`config.mk`:
```
export PLATFORM = sky130hd
export DESIGN_NAME = pid_decoder
export DESIGN_NICKNAME = d
export VERILOG_FILES = /design/src/rtl/pid_decoder.sv
export SDC_FILE = /design/constraint.sdc
export NUM_CORES = 1
export LEC_CHECK = 0
export CELL_PAD_IN_SITES_DETAIL_PLACEMENT = 1
export CELL_PAD_IN_SITES_GLOBAL_PLACEMENT = 2
export CORE_MARGIN = 2
export CORE_UTILIZATION = 31
export DETAILED_ROUTE_END_ITERATION = 12
export PLACE_DENSITY = 0.74
export REMOVE_ABC_BUFFERS = 1
export SLEW_MARGIN = 20
export SYNTH_ARGS = -nofsm -noshare
export SYNTH_HDL_FRONTEND = slang
export SYNTH_SLANG_ARGS = --single-unit
```
`constraint.sdc`:
```
create_clock -name clk -period 2.27 [get_ports clk]
set_input_delay 0.5675 -clock clk [delete_from_list [all_inputs] [get_ports clk]]
set_output_delay 0.5675 -clock clk [all_outputs]
set_load 0.05 [all_outputs]
```
`src/rtl/pid_decoder.sv`:
```
// USB PID decoder for the TRCU receive path: complement check, PID classification,
// token->data/handshake sequencing, OUT data toggle tracking and WAIT-state timeout.
module pid_decoder #(
  parameter int unsigned TIMEOUT_CYCLES = 1024
) (
  input  logic       clk,
  input  logic       n_rst,
  input  logic       fast_enable,
  input  logic [7:0] rx_byte,
  input  logic       bus_reset,
  output logic [3:0] pid,
  output logic       pid_valid,
  output logic       pid_err,
  output logic       is_token,
  output logic       is_data,
  output logic       is_handshake,
  output logic       seq_err,
  output logic       toggle_err,
  output logic       timeout,
  output logic       expect_toggle,
  output logic [1:0] state
);

  localparam int unsigned TW = $clog2(TIMEOUT_CYCLES);
  localparam logic [TW-1:0] TMAX = TW'(TIMEOUT_CYCLES - 1);

  localparam logic [3:0] PID_OUT   = 4'b0001;
  localparam logic [3:0] PID_IN    = 4'b1001;
  localparam logic [3:0] PID_SOF   = 4'b0101;
  localparam logic [3:0] PID_SETUP = 4'b1101;
  localparam logic [3:0] PID_DATA0 = 4'b0011;
  localparam logic [3:0] PID_DATA1 = 4'b1011;
  localparam logic [3:0] PID_ACK   = 4'b0010;
  localparam logic [3:0] PID_NAK   = 4'b1010;
  localparam logic [3:0] PID_STALL = 4'b1110;

  typedef enum logic [1:0] {
    IDLE      = 2'b00,
    WAIT_DATA = 2'b01,
    WAIT_HS   = 2'b10
  } state_e;

  state_e        state_q, state_d;
  logic          fe_q, fe_d;
  logic [7:0]    byte_q;
  logic [TW-1:0] timer_q, timer_d;
  logic [3:0]    pid_q, pid_d;
  logic          tog_q, tog_d;
  logic          tok_q, tok_d, dat_q, dat_d, hs_q, hs_d;
  logic          pv_q, pv_d, pe_q, pe_d, seq_q, seq_d, tgerr_q, tgerr_d, to_q, to_d;

  logic [3:0]    code;
  logic          cpl_ok, c_tok, c_dat, c_hs, accept;

  // Input capture stage; a byte arriving with bus_reset is never captured.
  assign fe_d   = fast_enable & ~bus_reset;
  assign code   = byte_q[3:0];
  assign cpl_ok = (byte_q[7:4] == ~byte_q[3:0]);

  always_comb begin
    c_tok = 1'b0;
    c_dat = 1'b0;
    c_hs  = 1'b0;
    case (code)
      PID_OUT, PID_IN, PID_SOF, PID_SETUP: c_tok = 1'b1;
      PID_DATA0, PID_DATA1:                c_dat = 1'b1;
      PID_ACK, PID_NAK, PID_STALL:         c_hs  = 1'b1;
      default: ;
    endcase
  end

  assign accept = fe_q & cpl_ok & (c_tok | c_dat | c_hs);

  always_comb begin
    state_d = state_q;
    timer_d = timer_q;
    tog_d   = tog_q;
    pid_d   = pid_q;
    tok_d   = tok_q;
    dat_d   = dat_q;
    hs_d    = hs_q;
    pv_d    = 1'b0;
    pe_d    = 1'b0;
    seq_d   = 1'b0;
    tgerr_d = 1'b0;
    to_d    = 1'b0;
    if (bus_reset) begin
      state_d = IDLE;
      tog_d   = 1'b0;
      timer_d = '0;
    end else begin
      pe_d = fe_q & ~accept;
      if (accept) begin
        pv_d    = 1'b1;
        pid_d   = code;
        tok_d   = c_tok;
        dat_d   = c_dat;
        hs_d    = c_hs;
        timer_d = '0;
        if (c_tok) begin
          // A token always restarts the transaction, wherever it lands.
          seq_d = (state_q != IDLE);
          case (code)
            PID_OUT:   state_d = WAIT_DATA;
            PID_SETUP: begin
              state_d = WAIT_DATA;
              tog_d   = 1'b0;
            end
            PID_IN:    state_d = WAIT_HS;
            default:   state_d = IDLE;
          endcase
        end else if (c_dat) begin
          state_d = IDLE;
          if (state_q == WAIT_DATA) begin
            if (code[3] == tog_q) tog_d = ~tog_q;
            else                  tgerr_d = 1'b1;
          end else begin
            seq_d = 1'b1;
          end
        end else begin
          state_d = IDLE;
          seq_d   = (state_q != WAIT_HS);
        end
      end else if (state_q != IDLE) begin
        if (timer_q == TMAX) begin
          to_d    = 1'b1;
          state_d = IDLE;
          timer_d = '0;
        end else begin
          timer_d = timer_q + 1'b1;
        end
      end
    end
  end

  always_ff @(posedge clk) begin
    if (!n_rst) begin
      state_q <= IDLE;
      fe_q    <= 1'b0;
      byte_q  <= '0;
      timer_q <= '0;
      pid_q   <= '0;
      tog_q   <= 1'b0;
      tok_q   <= 1'b0;
      dat_q   <= 1'b0;
      hs_q    <= 1'b0;
      pv_q    <= 1'b0;
      pe_q    <= 1'b0;
      seq_q   <= 1'b0;
      tgerr_q <= 1'b0;
      to_q    <= 1'b0;
    end else begin
      state_q <= state_d;
      fe_q    <= fe_d;
      byte_q  <= rx_byte;
      timer_q <= timer_d;
      pid_q   <= pid_d;
      tog_q   <= tog_d;
      tok_q   <= tok_d;
      dat_q   <= dat_d;
      hs_q    <= hs_d;
      pv_q    <= pv_d;
      pe_q    <= pe_d;
      seq_q   <= seq_d;
      tgerr_q <= tgerr_d;
      to_q    <= to_d;
    end
  end

  assign pid           = pid_q;
  assign pid_valid     = pv_q;
  assign pid_err       = pe_q;
  assign is_token      = tok_q;
  assign is_data       = dat_q;
  assign is_handshake  = hs_q;
  assign seq_err       = seq_q;
  assign toggle_err    = tgerr_q;
  assign timeout       = to_q;
  assign expect_toggle = tog_q;
  assign state         = state_q;

endmodule

```
# ---- Word-level counts from Yosys, hierarchy flattened
# Cells that the tools add are included.
dict set report totals {
  reg_bits 34
  out_inout_bits 15
}
dict set report classes {
  muxes 20
  reduce_logical 18
  n_eq_ne 15
  bitwise_logic 14
  n_addsub 1
}
# op n
set op_table {}
lappend op_table {{$eq A4 B4 Y1 const B} 5}
lappend op_table {{$mux W1} 14}
lappend op_table {{$reduce_bool A2 Y1} 6}
lappend op_table {{$add A10 B1 Y10 const B} 1}
lappend op_table {{$eq A10 B10 Y1 const B} 1}
lappend op_table {{$mux W10} 1}
lappend op_table {{$reduce_or A3 Y1} 3}
lappend op_table {{$eq A4 B2 Y1 const B} 2}
lappend op_table {{$mux W2} 4}
lappend op_table {{$reduce_or A4 Y1} 2}
lappend op_table {{$not A1 Y1} 7}
lappend op_table {{$reduce_or A2 Y1} 3}
lappend op_table {{$reduce_or A6 Y1} 1}
lappend op_table {{$reduce_and A5 Y1} 1}
lappend op_table {{$and A1 B1 Y1} 4}
lappend op_table {{$eq A4 B1 Y1 const B} 1}
lappend op_table {{$eq A4 B3 Y1 const B} 1}
lappend op_table {{$eq A4 B4 Y1} 1}
lappend op_table {{$not A4 Y4} 1}
lappend op_table {{$pmux W2 S2} 1}
lappend op_table {{$reduce_and A2 Y1} 2}
lappend op_table {{$eq A2 B1 Y1 const B} 1}
lappend op_table {{$ne A2 B1 Y1 const B} 1}
lappend op_table {{$ne A2 B2 Y1 const B} 1}
lappend op_table {{2 further kinds} 3}

# ---- Logic depth before layout (Yosys ltp)
dict set report depth {
  ltp_word 8
  mapped_depth 7
}

# ---- Least setup slack after synthesis
# OpenSTA, ideal clock, no wires.
dict set report synth_path {
  path_kind {register to register}
  from {reg state_q[0] (netlist: state[0])}
  to {reg tog_q (netlist: expect_toggle)}
  path_slack_ns 0.328
  arrival_time_ns 1.871
  required_ns 2.200
  n_path_buf 0
  path_stages_with_launch 6
  cell_sequence {dfxtp_1 -> nor2b_1 -> nor4bb_1 -> o21ai_0 -> or4b_1 -> a21boi_1}
}
dict set report synth_via {
  elab_chain_len 3
}
# item line_no
set synth_lines {}
lappend synth_lines {{from (decl)} 43} ;# state_e state_q, state_d;
lappend synth_lines {{from (signal assigned)} 153} ;# state_q <= state_d;
lappend synth_lines {{$eq A2 B1 Y1} 114} ;# if (state_q == WAIT_DATA) begin
lappend synth_lines {{$reduce_bool A2 Y1 (no line)} --}
lappend synth_lines {{$reduce_and A5 Y1 (no line)} --}
lappend synth_lines {{to (signal assigned)} 158} ;# tog_q <= tog_d;
lappend synth_lines {{to (decl)} 48} ;# logic tog_q, tog_d;
# Every way passes these cells.
# A chain may end at the register's enable or synchronous reset.

# ---- Worst setup path in the final report
dict set report layout_path {
  from {reg state_q[1] (netlist: state[1])}
  to {out state[1]}
}
# item line_no
set layout_lines {}
lappend layout_lines {{to (decl)} 21} ;# output logic [1:0] state
# No word-level cell between the ends.

==> impl_metrics.json <==
{
  "status": "finished, final reports clean",
  "synth_edf_count": 0,
  "powerDensity_nw_per_um2": 606,
  "syn_avg_cell_area_um2": 9.33,
  "cp-endpoint": "state[1]",
  "syn_area_um2": 1450,
  "crit_chain": "clkdlybuf4s50_1",
  "grt_max_degree": 22,
  "path_class": "flip-flop to output port",
  "ys_ff_latch": 34,
  "dr.pass1.iters": 2,
  "ys_seq_area_share_pct": 47.1,
  "slowest_stage": "clkdlybuf4s50_1",
  "drt.antenna.violating_nets": 0,
  "nets": 200,
  "drtIter0Drc": 48,
  "placed_cells": 232,
  "cts_buffers": 5,
  "antenna_found_initial": 0,
  "ioPinCount": 27,
  "tritoncts": "built",
  "yosys-top-cells-count": "dfxtp_1 (34), nor2_1 (18), nand2_1 (16)",
  "cts-htree-levels": 2,
  "register_area_um2": 681,
  "cts_resized": 0,
  "cts.clk_slew.worst_paths_ps": 70,
  "fin_crit_sh_pct": 95.2,
  "r2r_slack_ps": 420,
  "grt-ovfl-total": 0,
  "cp.required_ps": 1700,
  "rows": 24,
  "yosys.area.top_type": "dfxtp_1",
  "crit_family": "buffers and inverters",
  "ir_worst_vdd_mv": 0.237,
  "synth_cells": 155,
  "start_util_pct": 32.8,
  "synth.top_cell.area_share_pct": 47.1,
  "crit_start": "state[1]",
  "yosysWarningCount": 0,
  "min_period_ps": 2160,
  "crit_fanout": 8,
  "slew_violations": 0,
  "fin_cells": 238,
  "wl_um": 3100,
  "synth.most_common_cell": "dfxtp_1",
  "cts.sinks": 34,
  "post_cts.repair.setup_buffers": 0,
  "arrival_ps": 1590,
  "cap_violations": 0,
  "multiInputGateArea_um2": 702,
  "hp-class": "flip-flop to flip-flop",
  "die_h_um": 72.3,
  "path_buf_inv": 1,
  "fin_skew_ps": 4.31,
  "grt_pass1_vias": 1212,
  "drc_errors": 0,
  "hold_viol": 0,
  "die_w_um": 72.3,
  "nFillCells": 526,
  "io_buffers": 26,
  "cts_buffer_depth": 2,
  "ys_types": 37,
  "max_freq_mhz": 463,
  "tightest_slew_ps": 502,
  "max_stage_delay_ps": 850,
  "dpl.hpwl_um": 2440,
  "start_kind": "flip-flop",
  "r2r_cells": 5,
  "worst_r2r_endpoint": "expect_toggle",
  "wl_per_cell_um": 13.0,
  "antenna_cells": 0,
  "rsz0062_at_grt": "false",
  "crit_cells": 1,
  "synthArstFlopShare_pct": 0,
  "dr_total_vias": 1157,
  "layout-drive-gt1-share_pct": 10.8,
  "setup_viol": 0,
  "endpoint_kind": "output port",
  "r2r_start": "state[0]",
  "syn_to_final_growth_pct": 27.4,
  "grt_pass1_wl_um": 5580,
  "grt_use_total_pct": 13.9,
  "whs_ps": 463,
  "holdBufCountCts": 0,
  "vias_per_cell": 4.86,
  "yosys-top-cells-area": "dfxtp_1 (47%), and2_1 (5.2%), nor2_1 (4.7%)",
  "maxSlewHeadroom_pct": 66.4,
  "finalSetupTns_ps": 0,
  "synthFlopType": "dfxtp_1",
  "cts_root_buf": "clkbuf_8",
  "insertion_delay_ps": 280,
  "core_um2": 4410,
  "die_area_um2": 5230,
  "power_leakage_nw": 0.728,
  "place.gp.congestion": 0.716
}
per-stage QoR:
stage | total power, W | area (um^2) | util, % | setup WS [ps]
2_1_floorplan | 0.000659 | 1400 | - | 329
3_3_place_gp | 0.000698 | 1760 | 39.9 | 395
3_5_place_dp | 0.000700 | 1760 | 39.9 | 344
4_1_cts | 0.00114 | 1840 | 41.8 | 89.5
5_1_grt | 0.00118 | 1840 | 41.8 | 3.96
6_report | 0.00112 | 1840 | 41.8 | 109
worst min path at each step:
| stage | slack [ps] | start | to | cells after the start |
|---|---|---|---|---|
| finish | 460 | is_handshake | is_handshake | 2 |
| global route | 490 | is_data | is_data | 2 |
| CTS | 470 | is_handshake | is_handshake | 2 |
| detailed placement | 460 | is_handshake | is_handshake | 2 |
| global placement | 450 | is_handshake | is_handshake | 2 |
| floorplan | 450 | timer_q[9] | timer_q[9] | 2 |
registers in the layout, summed over array words and instances, names as in the netlist, 2 cells and up:
register	flops
timer_q	10
state	2
byte_q	8
pid	4
logic make-up after synthesis:
group | Yosys count | synth area share (%)
compound gates | 25 | 12.0
mux | 4 | 2.77
flops | 34 | 47.1
buf+inv | 10 | 4.41
fa+ha+maj | 1 | 0.865
xor+xnor | 12 | 7.27
simple gates | 69 | 25.6
layout by cell type (no fill, tap or decap), types with 6 or more instances in the layout:
master / instances
xor2_1: 7
dfxtp_1: 34
clkdlybuf4s50_1: 26
nor2_1: 18
clkbuf_8: 6
o21ai_0: 6
nand2_1: 16
and2_1: 12
nand3_1: 6
final cells by class:
class | count | share of cell area [%]
Inverter | 4 | 0.815
Tap cell | 52 | 3.53
Multi-Input combinational cell | 111 | 38.1
Sequential cell | 34 | 36.9
Clock buffer | 6 | 4.48
Timing Repair Buffer | 31 | 16.2
layer usage:
layer,part of all wire (%),up-vias,global-route usage [%]
li1,-,582,-
met1,44,546,16.6
met2,49,23,23.2
met3,4.5,6,4.58
met4,1.7,0,5.03
met5,0,-,0
report_power, final:
group          switching, W  total [W]  leakage, nW  internal, W
clock network      0.000199   0.000432       0.0431     0.000234
logic             0.0000329  0.0000720        0.409    0.0000392
registers        0.00000692   0.000612        0.276     0.000605
total              0.000238    0.00112        0.728     0.000878
Note: power is estimated with default switching activity, not from simulation.
